$ cat src/rtl/parity_scan_pkg.sv
// Shared types and constants for the 8x8 grid parity scan controller.
// The optional correction output is enabled by defining PARITY_CORRECT_EN.
package parity_scan_pkg;

    localparam int GRID_N   = 8;
    localparam int IDX_W    = 3;
    localparam int SCAN_LEN = 16;

    typedef enum logic [1:0] {
        IDLE = 2'd0,
        ROWS = 2'd1,
        COLS = 2'd2,
        DONE = 2'd3
    } state_e;

    function automatic logic is_onehot8(input logic [GRID_N-1:0] v);
        logic [3:0] cnt;
        cnt = '0;
        for (int i = 0; i < GRID_N; i++) begin
            cnt = cnt + {3'b000, v[i]};
        end
        return (cnt == 4'd1);
    endfunction

    // Index of the highest set bit; only meaningful when v is one-hot.
    function automatic logic [IDX_W-1:0] onehot_idx8(input logic [GRID_N-1:0] v);
        logic [IDX_W-1:0] idx;
        idx = '0;
        for (int i = 0; i < GRID_N; i++) begin
            if (v[i]) begin
                idx = i[IDX_W-1:0];
            end
        end
        return idx;
    endfunction

endpackage

$ cat src/rtl/paritycheck.sv
// 8-bit parity checker: parity is 1 when an odd number of input bits are set.
module paritycheck (
    input  logic [7:0] data,
    output logic       parity
);

    assign parity = ^data;

endmodule

$ cat src/rtl/parity_scan_ctrl.sv
// Time-shares one paritycheck over the rows then columns of a latched 8x8 grid,
// builds the row/column syndrome and classifies it. PARITY_CORRECT_EN adds fixed_grid.
module parity_scan_ctrl
    import parity_scan_pkg::*;
(
    input  logic                    clk,
    input  logic                    rst_n,
    input  logic                    start,
    input  logic [63:0]             grid,
    input  logic [GRID_N-1:0]       exp_row_par,
    input  logic [GRID_N-1:0]       exp_col_par,
    output logic                    busy,
    output logic                    done,
    output logic [GRID_N-1:0]       row_err,
    output logic [GRID_N-1:0]       col_err,
    output logic                    clean,
    output logic                    single_err,
    output logic                    multi_err,
    output logic [IDX_W-1:0]        err_row,
    output logic [IDX_W-1:0]        err_col,
`ifdef PARITY_CORRECT_EN
    output logic [63:0]             fixed_grid,
`endif
    output state_e                  state_dbg
);

    // Handshake: start is a level sampled on the rising edge only while IDLE;
    // done is a single-cycle pulse and results stay valid until the next accepted start.

    state_e                 state_q, state_d;
    logic [IDX_W-1:0]       idx_q, idx_d;
    logic [63:0]            grid_q, grid_d;
    logic [GRID_N-1:0]      exp_row_q, exp_row_d;
    logic [GRID_N-1:0]      exp_col_q, exp_col_d;
    logic [GRID_N-1:0]      row_err_q, row_err_d;
    logic [GRID_N-1:0]      col_err_q, col_err_d;
    logic                   clean_q, clean_d;
    logic                   single_q, single_d;
    logic                   multi_q, multi_d;
    logic [IDX_W-1:0]       err_row_q, err_row_d;
    logic [IDX_W-1:0]       err_col_q, err_col_d;
`ifdef PARITY_CORRECT_EN
    logic [63:0]            fixed_q, fixed_d;
`endif

    logic [GRID_N-1:0]      chk_data;
    logic                   chk_par;
    logic                   row_single;
    logic                   col_single;

    // Column idx gathers bit idx of every row: grid[8i+idx].
    always_comb begin
        chk_data = '0;
        case (state_q)
            ROWS: chk_data = grid_q[{idx_q, 3'b000} +: GRID_N];
            COLS: begin
                for (int i = 0; i < GRID_N; i++) begin
                    chk_data[i] = grid_q[{i[IDX_W-1:0], idx_q}];
                end
            end
            default: chk_data = '0;
        endcase
    end

    paritycheck u_paritycheck (
        .data   (chk_data),
        .parity (chk_par)
    );

    always_comb begin
        state_d    = state_q;
        idx_d      = idx_q;
        grid_d     = grid_q;
        exp_row_d  = exp_row_q;
        exp_col_d  = exp_col_q;
        row_err_d  = row_err_q;
        col_err_d  = col_err_q;
        clean_d    = clean_q;
        single_d   = single_q;
        multi_d    = multi_q;
        err_row_d  = err_row_q;
        err_col_d  = err_col_q;
`ifdef PARITY_CORRECT_EN
        fixed_d    = fixed_q;
`endif
        row_single = 1'b0;
        col_single = 1'b0;

        case (state_q)
            IDLE: begin
                if (start) begin
                    state_d   = ROWS;
                    idx_d     = '0;
                    grid_d    = grid;
                    exp_row_d = exp_row_par;
                    exp_col_d = exp_col_par;
                    row_err_d = '0;
                    col_err_d = '0;
                    clean_d   = 1'b0;
                    single_d  = 1'b0;
                    multi_d   = 1'b0;
                    err_row_d = '0;
                    err_col_d = '0;
`ifdef PARITY_CORRECT_EN
                    fixed_d   = '0;
`endif
                end
            end
            ROWS: begin
                row_err_d[idx_q] = chk_par ^ exp_row_q[idx_q];
                idx_d            = idx_q + 1'b1;
                if (idx_q == IDX_W'(GRID_N - 1)) begin
                    state_d = COLS;
                end
            end
            COLS: begin
                col_err_d[idx_q] = chk_par ^ exp_col_q[idx_q];
                idx_d            = idx_q + 1'b1;
                if (idx_q == IDX_W'(GRID_N - 1)) begin
                    // Classify on the final column write so results are registered for the DONE cycle.
                    state_d    = DONE;
                    row_single = is_onehot8(row_err_q);
                    col_single = is_onehot8(col_err_d);
                    clean_d    = (row_err_q == '0) && (col_err_d == '0);
                    single_d   = row_single && col_single;
                    multi_d    = !((row_err_q == '0) && (col_err_d == '0)) && !(row_single && col_single);
                    err_row_d  = (row_single && col_single) ? onehot_idx8(row_err_q) : '0;
                    err_col_d  = (row_single && col_single) ? onehot_idx8(col_err_d) : '0;
`ifdef PARITY_CORRECT_EN
                    fixed_d    = grid_q;
                    if (row_single && col_single) begin
                        fixed_d[{onehot_idx8(row_err_q), onehot_idx8(col_err_d)}] =
                            ~grid_q[{onehot_idx8(row_err_q), onehot_idx8(col_err_d)}];
                    end
`endif
                end
            end
            DONE: begin
                state_d = IDLE;
            end
            default: state_d = IDLE;
        endcase
    end

    always_ff @(posedge clk or negedge rst_n) begin
        if (!rst_n) begin
            state_q   <= IDLE;
            idx_q     <= '0;
            grid_q    <= '0;
            exp_row_q <= '0;
            exp_col_q <= '0;
            row_err_q <= '0;
            col_err_q <= '0;
            clean_q   <= 1'b0;
            single_q  <= 1'b0;
            multi_q   <= 1'b0;
            err_row_q <= '0;
            err_col_q <= '0;
`ifdef PARITY_CORRECT_EN
            fixed_q   <= '0;
`endif
        end else begin
            state_q   <= state_d;
            idx_q     <= idx_d;
            grid_q    <= grid_d;
            exp_row_q <= exp_row_d;
            exp_col_q <= exp_col_d;
            row_err_q <= row_err_d;
            col_err_q <= col_err_d;
            clean_q   <= clean_d;
            single_q  <= single_d;
            multi_q   <= multi_d;
            err_row_q <= err_row_d;
            err_col_q <= err_col_d;
`ifdef PARITY_CORRECT_EN
            fixed_q   <= fixed_d;
`endif
        end
    end

    assign busy       = (state_q != IDLE);
    assign done       = (state_q == DONE);
    assign row_err    = row_err_q;
    assign col_err    = col_err_q;
    assign clean      = clean_q;
    assign single_err = single_q;
    assign multi_err  = multi_q;
    assign err_row    = err_row_q;
    assign err_col    = err_col_q;
`ifdef PARITY_CORRECT_EN
    assign fixed_grid = fixed_q;
`endif
    assign state_dbg  = state_q;

endmodule

$ cat config.mk
export PLATFORM = sky130hd
export DESIGN_NAME = parity_scan_ctrl
export DESIGN_NICKNAME = d
export VERILOG_FILES = /design/src/rtl/parity_scan_pkg.sv /design/src/rtl/paritycheck.sv /design/src/rtl/parity_scan_ctrl.sv
export SDC_FILE = /design/constraint.sdc
export NUM_CORES = 1
export LEC_CHECK = 0
export ABC_CLOCK_PERIOD_IN_PS = 12900
export CORE_ASPECT_RATIO = 2
export CORE_MARGIN = 3
export CORE_UTILIZATION = 35
export CTS_CLUSTER_DIAMETER = 60
export CTS_CLUSTER_SIZE = 10
export DETAILED_ROUTE_END_ITERATION = 8
export PLACE_DENSITY_LB_ADDON = 0.05
export SETUP_SLACK_MARGIN = 0.02
export SYNTH_ARGS = -nofsm -noshare
export SYNTH_HDL_FRONTEND = slang
export SYNTH_SLANG_ARGS = --single-unit
$ cat constraint.sdc
create_clock -name clk -period 12.9 [get_ports clk]
set_clock_uncertainty 0.2 [all_clocks]
set_input_delay 1.935 -clock clk [delete_from_list [all_inputs] [get_ports clk]]
set_output_delay 1.935 -clock clk [all_outputs]
set_load 0.01 [all_outputs]
### Word level (Yosys, flattened, before mapping)

Index checks and enable logic that the tools add are counted.

| cells by class | value |
|---|---|
| $add $sub $neg | 15 |
| shifts and indexed selects | 1 |
| equality and inequality tests | 9 |
| reduce and logical (&&, ||, !) cells | 21 |
| mux-type cells | 61 |
| bitwise operators | 2 |
| magnitude comparators | 10 |

Operators with widths:

| operator | count |
|---|---|
| variable part select 64 x 7 -> 8 bit | 1 |
| two-way mux 3 bit | 17 |
| one-hot mux 8 bit (2 select lines) | 3 |
| adder 4 x 1 -> 4 bit | 8 |
| binary-select mux 1 bit (select 3 bit) | 10 |
| < comparator 6 x 7 -> 1 bit, second input constant | 4 |
| one-hot mux 3 bit (2 select lines) | 3 |
| two-way mux 1 bit | 17 |
| bitwise mux 8 bit | 2 |
| zero test 8 bit | 2 |
| < comparator 5 x 7 -> 1 bit, second input constant | 2 |
| adder 3 x 1 -> 4 bit | 2 |
| equality test 4 x 1 -> 1 bit, second input constant | 2 |
| two-way mux 8 bit | 1 |
| one-hot mux 2 bit (4 select lines) | 1 |
| AND reduction 2 bit | 4 |
| nonzero test 2 bit | 4 |
| parity 8 bit | 1 |
| < comparator 3 x 7 -> 1 bit, second input constant | 1 |
| < comparator 4 x 7 -> 1 bit, second input constant | 1 |
| adder 2 x 1 -> 3 bit | 2 |
| two-way mux 2 bit | 3 |
| inequality test 2 bit, second input constant | 3 |
| one-hot mux 1 bit (2 select lines) | 3 |
| other kinds (14) | 22 |

| word-level totals | value |
|---|---|
| word-level logic and storage cells | 131 |
| input port bits | 83 |
| output and inout bits | 29 |
| register bits | 110 |

### Depth between registers and ports, before layout

| depth | value |
|---|---|
| depth after elaboration | 19 |
| depth in mapped cells | 30 |
| depth with buffers taken out | 27 |

### Hierarchy

From an unflattened synthesis, not the netlist that was laid out.

| unflattened totals | value |
|---|---|
| cell total of the unflattened synthesis | 625 |
| area total of the unflattened synthesis | 6,625.1 µm² |

By module, submodules not included:

| module | area each (µm²) | cells an instance | sequential area each (µm²) | times used |
|---|---|---|---|---|
| parity_scan_ctrl | 6,563.8 | 618 | 2,752.6 | 1 |
| paritycheck | 61.3 | 7 | 0.0 | 1 |

### Worst setup path before layout

OpenSTA, ideal clock, no wires.

| timing | value |
|---|---|
| path kind | register to register |
| start point | register idx_q[0] |
| end point | register err_col_q[0] (netlist: err_col[0]) |
| clock period less this slack | 5.934 ns |
| stages on the path, launching flop included | 28 |
| buffers on the path | 2 |
| setup time | 0.096 ns |
| required time | 12.604 ns |
| slack | 6.966 ns |
| arrival | 5.639 ns |
| cell sequence | dfrtp_1 > buf_6 > buf_6 > mux2i_1 > a32o_1 > a211o_1 > o22a_1 > o22ai_1 > a211oi_1 > xnor2_1 > xnor2_2 > nand3b_4 > and2_4 > o21a_1 > inv_1 > fa_1 > fa_1 > inv_1 > fa_1 > inv_1 > ha_1 > inv_1 > fa_1 > a2111oi_0 > a21oi_1 > nor3_1 > nand3_1 > o31ai_1 |

| between the ends | value |
|---|---|
| cells in the longest elaborated chain, start to end | 18 |
| elaborated cells between the ends (all ways) | 50 |
| classes of those cells | 7 x add/sub; 2 x order compare; 3 x eq/ne; 1 x shift; 32 x mux; 1 x bitwise; 4 x reduce/logical |

Ends and longest elaborated chain:

| item | line | RTL |
|---|---|---|
| from (decl) | parity_scan_ctrl.sv:31 | `logic [IDX_W-1:0] idx_q, idx_d;` |
| from (signal assigned) | parity_scan_ctrl.sv:164 | `idx_q <= idx_d;` |
| parallel branches: the longest is 18 deep, another holds adder 3 x 1 -> 4 bit | -- |  |
| to (signal assigned) | parity_scan_ctrl.sv:174 | `err_col_q <= err_col_d;` |
| to (decl) | parity_scan_ctrl.sv:41 | `logic [IDX_W-1:0] err_col_q, err_col_d;` |

Parallel ways; which one is timed is not known. The select of a mux whose other input is x is not followed.
A chain may end at the register's enable or synchronous reset.

### Worst setup path after layout

Same ends and word-level chain as after synthesis.

==> flow_summary.yaml <==
clock_network:
  total_number_of_h_tree_levels: 3
  clock_insertion_delay_worst_skew_ps: 360
  max-clock-path-buffers: 2
  postCtsResizedCells: 0
  clkSlewWorstSetupHoldPaths_ps: 80
  clock_sink_count: 110
  cts-hold-fix-buffers: 0
  cts_tree: "yes"
  ctsRootBufferMaster: "sky130_fd_sc_hd__clkbuf_16"
  post_cts_buffers: 0
  cts-buffers-inserted: 9
global_routing:
  number_of_antenna_violations_at_the_first_check_in_global_routing: 0
  global_route_wire_length_before_repair_um: 28300
  grt_start_max_net_pins: 93
  vias_in_the_first_global_route: 5217
  gr-total-overflow: 0
  grt.total_usage: 0.190
synthesis:
  synthDominantCellAreaShare: 0.432
  synth.top_cells.by_area: "sky130_fd_sc_hd__dfrtp_1 (43%), sky130_fd_sc_hd__mux2_2 (14%), sky130_fd_sc_hd__mux2i_1 (6.1%)"
  async_flop_share: 1.00
  synth_top_area_cell: "sky130_fd_sc_hd__dfrtp_1"
  synth.cell_area_sq_um: 6370
  ys_dominant_reg_cell: "sky130_fd_sc_hd__dfrtp_1"
  synth_sequential_area_ratio: 0.432
  synth_seq_cells: 110
  syn-num-nets: 706
  synthCells: 602
  synth_enable_flop_cells: 0
  synth.distinct_cells: 60
  synthesis.area_per_instance_sq_um: 10.6
  synth.yosys.warnings: 0
run_status:
  status: "completed"
critical_path:
  timing.critical_path.fanout_max: 92
  critPathLaunchType: "flop"
  worstPathRequired_ps: 12980
  worst_setup_path_end_kind: "flop"
  critPathKind: "flop to flop"
  arrival_ps: 7450
run:
  maxCapViolations: 0
routing:
  dr.first_iter.drc_count: 134
  wire_per_inst_um: 20.4
  dr_total_vias: 4922
  drt_pass1_iterations: 4
  drt_drc_violations_left: 0
  route.antenna.remaining_nets: 0
  drt_wl_total_um: 18600
  vias_per_inst: 5.39
cells_and_area:
  n_antenna_cell: 0
  final.fill_count: 1749
  final_common_cell: "sky130_fd_sc_hd__clkdlybuf4s50_1"
  layout.cell_area.non_filler_sq_um: 7890
  finish.net_count: 799
  most-common-layout-cells: "sky130_fd_sc_hd__clkdlybuf4s50_1 (110), sky130_fd_sc_hd__dfrtp_1 (109), sky130_fd_sc_hd__mux2_2 (80), sky130_fd_sc_hd__nand2_1 (75), sky130_fd_sc_hd__mux2i_1 (39)"
  flow.area_growth_from_synthesis_pct: 24.0
  fraction_of_layout_instances_using_a_drive_strength_above_1: 0.164
  post-route-util: 0.444
placed_design:
  dpl-instance-area_sq_um: 7590
  gp_congestion: 0.909
  port-buffer-count: 111
  dp_hpwl_um: 14500
floorplan:
  die_x_um: 101
  ioPinCount: 112
  dieHeight_um: 197
  fp.dieArea_sq_um: 19900
  core_sq_um: 17800
  start_util: 0.358
  num_rows: 69
pwr:
  post-layout-total-power_uw: 2200
  peakVddDrop_uv: 120
  powerDensity_nw_per_um2: 279
  static_leakage_uw: 0.00335
timing:
  setup_tns_ps: 0
  max_slew.worst_pin.slew_ps: 1070
  min_period_over_period: 0.572
  slew_headroom: 0.278
  timing.final.max_slew_violations: 0
  timing.fmax_mhz: 136
  hold_viol_final: 0
  hold-worst-slack_ps: 285
  rsz_0062_raised_after_global_routing: "false"
  minimum_clock_period_after_layout_ps: 7380
  setup_viol_count_final: 0
min_path:
  hold_crit_class: "flop to flop"
logic make-up (layout without fill, tap and decap cells):
kind of cell | Yosys count | in the layout | synth area share
and+or+nand+nor | 155 | 155 | 0.113
AOI/OAI and AO/OA | 127 | 127 | 0.144
muxes | 119 | 119 | 0.203
DFF | 110 | 110 | 0.432
buffers and inverters | 66 | 164 | 0.0499
adders and majority gates | 21 | 21 | 0.0507
xor gates and xnor gates | 4 | 4 | 0.00668
sequential cells by signal, summed over array words and instances (netlist names), 2 cells and up:
signal,flops
grid_q,64
col_err,8
exp_col_q,8
exp_row_q,8
row_err,8
err_col,3
err_row,3
idx_q,3
state_dbg,2
layout make-up:
cell class | count | area, sq um | share of cell area
clock buffer | 9 | 225 | 0.0285
clock inverter | 7 | 80.1 | 0.0101
inverter | 33 | 124 | 0.0157
sequential | 110 | 2760 | 0.349
multi-input combinational | 426 | 3300 | 0.418
tap | 213 | 267 | 0.0338
timing repair buffer | 115 | 1140 | 0.144
report_power, final:
part	internal [uW]	switching [uW]
clock network	154	139
registers	498	189
logic	581	642
total	1230	970
cells in the mapped netlist, drive strengths merged (2+ instances only):
cell / count
o21ai: 21
a21boi: 2
xnor2: 3
buf: 22
a31o: 2
nand2b: 22
ha: 13
dfrtp: 110
clkbuf: 11
inv: 32
a2111oi: 2
a22o: 5
and2: 4
o211ai: 2
o22ai: 13
nor2b: 3
nor3: 9
nor2: 19
a32oi: 20
mux2: 80
nand3: 15
o22a: 4
mux2i: 39
nand2: 76
a211oi: 5
fa: 8
a21oi: 24
a21o: 2
a211o: 2
a22oi: 9
a32o: 4
or3: 3
path summary, 6_finish.rpt:
path                                  from            to  slack, ps  depth (start not counted)
worst min-delay path            single_err    single_err        280                          2
worst max register to register    idx_q[0]    err_col[0]       5520                         26
max in group asynchronous            rst_n      idx_q[0]       9810                          2
worst min register to register  single_err    single_err        280                          2
min in group asynchronous            rst_n  exp_col_q[3]       1410                          1
worst max-delay path              idx_q[0]    err_col[0]       5520                         26
routing by layer:
metal / wire, um / share of wire / up-vias / GRT usage
met3: 498 / 0.027 / 34 / 0.0262
li1: - / - / 2346 / -
met5: 0 / 0 / - / 0
met1: 6290 / 0.34 / 2443 / 0.182
met2: 11100 / 0.60 / 99 / 0.381
met4: 739 / 0.040 / 0 / 0.0873
worst max-delay path, cell delays in order (launching register included):
cell                        delay [ps]
sky130_fd_sc_hd__dfrtp_4          1090
sky130_fd_sc_hd__inv_1             450
sky130_fd_sc_hd__a21oi_1           250
sky130_fd_sc_hd__a211o_1           190
sky130_fd_sc_hd__o22a_1            150
sky130_fd_sc_hd__o22ai_1            70
sky130_fd_sc_hd__a211oi_1          290
sky130_fd_sc_hd__xnor2_1           150
sky130_fd_sc_hd__xnor2_2           190
sky130_fd_sc_hd__nand3b_4          210
sky130_fd_sc_hd__and2_4            240
sky130_fd_sc_hd__o21ai_0           300
sky130_fd_sc_hd__fa_1              500
sky130_fd_sc_hd__fa_1              510
sky130_fd_sc_hd__inv_1              50
sky130_fd_sc_hd__fa_1              430
sky130_fd_sc_hd__inv_1              70
sky130_fd_sc_hd__ha_1              160
sky130_fd_sc_hd__inv_1              60
sky130_fd_sc_hd__fa_1              370
sky130_fd_sc_hd__a2111oi_0         390
sky130_fd_sc_hd__a21oi_1            90
sky130_fd_sc_hd__nor3_1            260
sky130_fd_sc_hd__nand3_1           260
sky130_fd_sc_hd__inv_1             140
sky130_fd_sc_hd__a22oi_1            80
sky130_fd_sc_hd__o31ai_1            80
metrics by stage:
stage | setup WS, ps | instances
floorplan | 6970 | 602
detailed placement | 5520 | 897
finish | 5520 | 913
CTS | 5500 | 913
global route | 4930 | 913
global placement | 5830 | 897
Note: power is estimated with default switching activity, not from simulation.
